File: config.mk
export PLATFORM = sky130hd
export DESIGN_NAME = pulse_meas
export DESIGN_NICKNAME = d
export VERILOG_FILES = /design/src/rtl/pulse_pkg.sv /design/src/rtl/sync_edge_detect.sv /design/src/rtl/pulse_meas.sv
export SDC_FILE = /design/constraint.sdc
export NUM_CORES = 1
export LEC_CHECK = 0
export ABC_AREA = 1
export CAP_MARGIN = 20
export CORE_AREA = 2 2 178 180
export DETAILED_ROUTE_END_ITERATION = 10
export DIE_AREA = 0 0 180 182
export PLACE_DENSITY_LB_ADDON = 0.3
export SKIP_LAST_GASP = 1
export SYNTH_ARGS = -nofsm -noshare
export SYNTH_HDL_FRONTEND = slang
export SYNTH_SLANG_ARGS = --single-unit
export TNS_END_PERCENT = 30
File: constraint.sdc
create_clock -name clk -period 3.5 [get_ports clk]
set_input_delay 0.35 -clock clk [delete_from_list [all_inputs] [get_ports clk]]
set_output_delay 0.35 -clock clk [all_outputs]
set_load 0.01 [all_outputs]
File: src/rtl/pulse_pkg.sv
// -----------------------------------------------------------------------------
// pulse_pkg
// Shared definitions for the pulse generation / measurement blocks.
//   - meas_state_e : pulse_meas FSM encoding (also exported on state_dbg)
//   - COUNT_WIDTH_DEFAULT : default counter width shared with pulse_gen
// -----------------------------------------------------------------------------
package pulse_pkg;

   localparam int unsigned COUNT_WIDTH_DEFAULT = 32;

   typedef enum logic [1:0] {
      ST_IDLE = 2'd0,
      ST_ARM  = 2'd1,
      ST_MEAS = 2'd2
   } meas_state_e;

endpackage : pulse_pkg

File: src/rtl/sync_edge_detect.sv
// -----------------------------------------------------------------------------
// sync_edge_detect
// Brings an asynchronous level into the clk domain through a flop chain and
// reports single-cycle rise/fall strobes on the synchronized level.
//
// Ports:
//   clk     in   system clock (posedge)
//   reset   in   synchronous active-high reset, clears all flops
//   pulse_i in   asynchronous input level
//   s_o     out  synchronized level (last chain stage)
//   rise_o  out  s & ~s_d
//   fall_o  out  ~s & s_d
// -----------------------------------------------------------------------------
module sync_edge_detect #(
   parameter int unsigned SYNC_STAGES = 2
) (
   input  logic clk,
   input  logic reset,
   input  logic pulse_i,
   output logic s_o,
   output logic rise_o,
   output logic fall_o
);

   logic [SYNC_STAGES-1:0] sync_q;
   logic                   s_d_q;

   // synchronizer chain plus one delay flop for edge detection
   always_ff @(posedge clk) begin
      if (reset) begin
         sync_q <= '0;
         s_d_q  <= 1'b0;
      end else begin
         sync_q <= {sync_q[SYNC_STAGES-2:0], pulse_i};
         s_d_q  <= sync_q[SYNC_STAGES-1];
      end
   end

   assign s_o    = sync_q[SYNC_STAGES-1];
   assign rise_o = sync_q[SYNC_STAGES-1] & ~s_d_q;
   assign fall_o = ~sync_q[SYNC_STAGES-1] & s_d_q;

endmodule : sync_edge_detect

File: src/rtl/pulse_meas.sv
// -----------------------------------------------------------------------------
// pulse_meas
// Measures period (rise to rise) and high-time (rise to fall) of an external
// pulse train in clk cycles. One result per complete input cycle.
//
// Ports:
//   clk        in   system clock (posedge)
//   reset      in   synchronous active-high reset
//   run        in   enable; low holds the block in IDLE
//   pulse_in   in   asynchronous pulse input
//   period     out  last measured period
//   width      out  last measured high-time
//   valid      out  one-cycle strobe, period/width updated
//   meas_count out  number of valid strobes since reset (wraps)
//   overflow   out  sticky: counter saturated before a rise arrived
//   state_dbg  out  FSM state (0 IDLE, 1 ARM, 2 MEAS)
// -----------------------------------------------------------------------------
module pulse_meas
   import pulse_pkg::*;
#(
   parameter int unsigned COUNT_WIDTH = COUNT_WIDTH_DEFAULT,
   parameter int unsigned SYNC_STAGES = 2
) (
   input  logic                   clk,
   input  logic                   reset,
   input  logic                   run,
   input  logic                   pulse_in,
   output logic [COUNT_WIDTH-1:0] period,
   output logic [COUNT_WIDTH-1:0] width,
   output logic                   valid,
   output logic [COUNT_WIDTH-1:0] meas_count,
   output logic                   overflow,
   output logic [1:0]             state_dbg
);

   localparam logic [COUNT_WIDTH-1:0] CNT_MAX  = {COUNT_WIDTH{1'b1}};
   localparam logic [COUNT_WIDTH-1:0] CNT_ZERO = {COUNT_WIDTH{1'b0}};
   localparam logic [COUNT_WIDTH-1:0] CNT_ONE  = {{(COUNT_WIDTH-1){1'b0}}, 1'b1};

   logic level_s;
   logic rise_s;
   logic fall_s;

   meas_state_e            state_q,      state_d;
   logic [COUNT_WIDTH-1:0] cnt_q,        cnt_d;
   logic [COUNT_WIDTH-1:0] hi_len_q,     hi_len_d;
   logic [COUNT_WIDTH-1:0] period_q,     period_d;
   logic [COUNT_WIDTH-1:0] width_q,      width_d;
   logic [COUNT_WIDTH-1:0] meas_count_q, meas_count_d;
   logic                   valid_q,      valid_d;
   logic                   overflow_q,   overflow_d;

   sync_edge_detect #(
      .SYNC_STAGES (SYNC_STAGES)
   ) u_sync (
      .clk     (clk),
      .reset   (reset),
      .pulse_i (pulse_in),
      .s_o     (level_s),
      .rise_o  (rise_s),
      .fall_o  (fall_s)
   );

   // next-state and datapath decisions
   always_comb begin
      state_d      = state_q;
      hi_len_d     = hi_len_q;
      period_d     = period_q;
      width_d      = width_q;
      meas_count_d = meas_count_q;
      overflow_d   = overflow_q;
      valid_d      = 1'b0;
      // free-running saturating count; reloaded on rise, zeroed in IDLE
      cnt_d        = (cnt_q == CNT_MAX) ? cnt_q : (cnt_q + CNT_ONE);

      if (!run) begin
         // dropping run discards any measurement in progress
         state_d    = ST_IDLE;
         cnt_d      = CNT_ZERO;
         overflow_d = 1'b0;
      end else begin
         case (state_q)
            ST_IDLE: begin
               cnt_d   = CNT_ZERO;
               state_d = ST_ARM;
            end
            ST_ARM: begin
               // first edge only establishes a reference, no result yet
               if (rise_s) begin
                  cnt_d    = CNT_ONE;
                  hi_len_d = CNT_ZERO;
                  state_d  = ST_MEAS;
               end else begin
                  state_d = ST_ARM;
               end
            end
            ST_MEAS: begin
               // a rise on the saturating cycle still counts as a result
               if (rise_s) begin
                  period_d     = cnt_q;
                  width_d      = hi_len_q;
                  valid_d      = 1'b1;
                  meas_count_d = meas_count_q + CNT_ONE;
                  cnt_d        = CNT_ONE;
               end else if (cnt_q == CNT_MAX) begin
                  overflow_d = 1'b1;
                  state_d    = ST_ARM;
               end else if (fall_s && !level_s) begin
                  hi_len_d = cnt_q;
               end else begin
                  state_d = ST_MEAS;
               end
            end
            default: begin
               state_d = ST_IDLE;
               cnt_d   = CNT_ZERO;
            end
         endcase
      end
   end

   // state and result registers
   always_ff @(posedge clk) begin
      if (reset) begin
         state_q      <= ST_IDLE;
         cnt_q        <= CNT_ZERO;
         hi_len_q     <= CNT_ZERO;
         period_q     <= CNT_ZERO;
         width_q      <= CNT_ZERO;
         meas_count_q <= CNT_ZERO;
         valid_q      <= 1'b0;
         overflow_q   <= 1'b0;
      end else begin
         state_q      <= state_d;
         cnt_q        <= cnt_d;
         hi_len_q     <= hi_len_d;
         period_q     <= period_d;
         width_q      <= width_d;
         meas_count_q <= meas_count_d;
         valid_q      <= valid_d;
         overflow_q   <= overflow_d;
      end
   end

   assign period     = period_q;
   assign width      = width_q;
   assign valid      = valid_q;
   assign meas_count = meas_count_q;
   assign overflow   = overflow_q;
   assign state_dbg  = state_q;

endmodule : pulse_meas

==> flow_summary.toml <==
[clock_network]
cts_setup_buffers = 0
clk_latency_ns = 0.43
htreeDepth = 4
clk_pin_slew_worst_paths_ns = 0.07
numCtsBuffers = 17
tritoncts = "yes"
postCtsHoldBufs = 0
cts_root_buffer = "clkbuf_16"
cts.sink_count = 167
cts.path.max_buffers = 2
post_cts_resized = 0

[layout]
register_area_um2 = 3343
drive_above_1_share_pct = 13.55
layout_common_cells = "nand2_1, dfxtp_1, clkdlybuf4s50_1"
stdcell_area_um2 = 9592
fillCellCount = 3325
layout.nets = 1120
area_delta_synth_final_pct = 26.52
mostFrequentLayoutCell = "nand2_1"
num_antenna_cells = 0
multi_input_area_um2 = 3716

[sta]
skew_ns = 0.01129
setup_tns_ns = 0
fin_crit_ns = 2.580
worst_pin_slew_ns = 0.8170
slew_violations = 0
layout_worst_path_cycle_share_pct = 73.71
rsz0062_at_grt = "false"
finalSetupViolCount = 0
max-slew-margin-rel_pct = 45.47
setup_slack_ns = 0.9201
fmax_ghz = 0.3876
hold_viol = 0

[power]
leakagePower_nw = 3.140
peakVddDrop_uv = 353.9
total_power_mw = 4.093
power.density_nw_per_um2 = 426.7

[yosys]
synth_edf_count = 0
synth_cell_types = 43
synth_cells = 1025
synth_nets = 1035
synth_area_leaders = "dfxtp_1, nand2_1, a21oi_1"
yosys.area_share.xor_xnor_pct = 2.311
synth_top_family_by_area = "simple AND/OR/NAND/NOR gates"
yosysWarnings = 0
netlist_area_um2 = 7581
ys_ff_latch = 167
synth_compound_area_share_pct = 13.72
avgSynthCellArea_um2 = 7.396
synth-adder-area-share_pct = 0.9903
seq_area_frac_synth_pct = 44.10
yosys.area_share.simple_pct = 32.00
yosysTopAreaCellShare_pct = 44.10
yosys.area.top_type = "dfxtp_1"
async_flop_share_pct = 0
synthFlopType = "dfxtp_1"
muxShareOfSynthArea_pct = 0

[grt]
grt_max_degree = 84
grt-ovfl-total = 0
grtUsageTotal_pct = 12.97
antenna_found_initial = 0
grt_pass1_wl_um = 34290
grt_pass1_vias = 6452

[drt]
drt_iter0_drc = 455
wirelength_um = 20970
wl_met2_um = 9576
ant_nets = 0
top_layer = "met4"
drc = 0
drtPass1Iterations = 4
dr_wl_met3_um = 726
wl_per_cell_um = 13.76
vias = 6635
via_per_inst = 4.354
wl_met1_um = 10310

[critical_path]
crit_fanout = 64
worstPathRequired_ns = 3.86
path_class = "reg2reg"
arrival_ns = 2.94
crit_path_start_kind = "register"
endpoint_kind = "register"

[outcome]
status = "completed"

[floorplan]
dieArea_um2 = 32760
core.rowCount = 65
io_pins = 104
core-area_um2 = 30990
fp.dieH_um = 182
die_w_um = 180
start_util_pct = 24.47

[worst_hold_path]
hp-class = "in2reg"

[place]
gp_congestion = 0.8665
dpl-instance-area_um2 = 8921
io_buffers = 103
pre_cts_ws_ns = 0.8938
hpwl_um = 14990

[run]
maxCapViolCount = 0
==> metal layers <==
metal	track usage [%]	vias to the layer above
met4	4.455	0
li1	-	3443
met1	16.61	3071
met5	0	-
met2	21.53	103
met3	2.848	18
==> power by group <==
part / internal, mW / switching [mW]
Sequential: 1.90 / 0.00291
Clock: 1.34 / 0.773
Combinational: 0.0149 / 0.0554
Total: 3.26 / 0.831
==> sequential cells by signal, summed over array words and instances, names as in the netlist <==
register and cells:
state_dbg 2, u_sync.sync_q 2, hi_len_q 32, overflow 1, cnt_q 32, width 32, u_sync.s_d_q 1, valid 1
period 32, meas_count 32
==> final cells by class <==
class                      instances  area share (%)
inverter                          74           2.896
tap                              402           5.244
timing repair buffer             110           11.27
clock inverter                    10           1.983
multi-input combinational        740           38.74
clock buffer                      21           5.009
sequential                       167           34.86
==> Yosys cell counts, types with 6 or more instances <==
cell type	instances
or2_2	33
inv_1	69
ha_1	6
nand2_1	298
xnor2_1	9
nor2_1	90
o21ai_0	32
nor2_2	8
buf_2	11
xor2_1	11
nand3_1	27
dfxtp_1	167
nor3_1	24
clkbuf_1	23
a21oi_2	33
nand4_1	12
nand2_2	18
a21oi_1	97
==> per-stage QoR <==
| stage | hold WS (ns) | instances | utilization [%] |
|---|---|---|---|
| floorplan | 0.3883 | 1025 | - |
| global placement | 0.4008 | 1493 | 28.79 |
| detailed placement | 0.4096 | 1493 | 28.79 |
| CTS | 0.2988 | 1524 | 30.96 |
| global route | 0.3165 | 1524 | 30.96 |
| finish | 0.3060 | 1524 | 30.96 |
==> path summary, 6_finish.rpt <==
check / start / endpoint / slack, ns / depth (start not counted)
setup / recovery: state_dbg[0] / hi_len_q[7] / 0.92 / 7
hold / removal: reset / meas_count[16] / 0.31 / 2
setup reg to reg: state_dbg[0] / hi_len_q[7] / 0.92 / 7
hold reg to reg: u_sync.sync_q[0] / u_sync.sync_q[1] / 0.41 / 2
==> logic make-up (layout without fill, tap and decap cells) <==
group,after synthesis,in the layout
AND/OR/NAND/NOR,536,536
flip-flops,167,167
buffers and inverters,118,215
AO/OA/AOI/OAI,178,178
XOR/XNOR,20,20
adder cells (fa/ha/maj),6,6
==> worst max-delay path, cell delays in order (launching register included) <==
cell and delay [ns]:
dfxtp_1 0.41, inv_1 0.10, ha_1 0.30, buf_4 0.30
nand3_4 0.16, nand3_4 0.51, or2_2 0.54, a21oi_2 0.12
No activity file was read; power rests on OpenSTA's default activity.
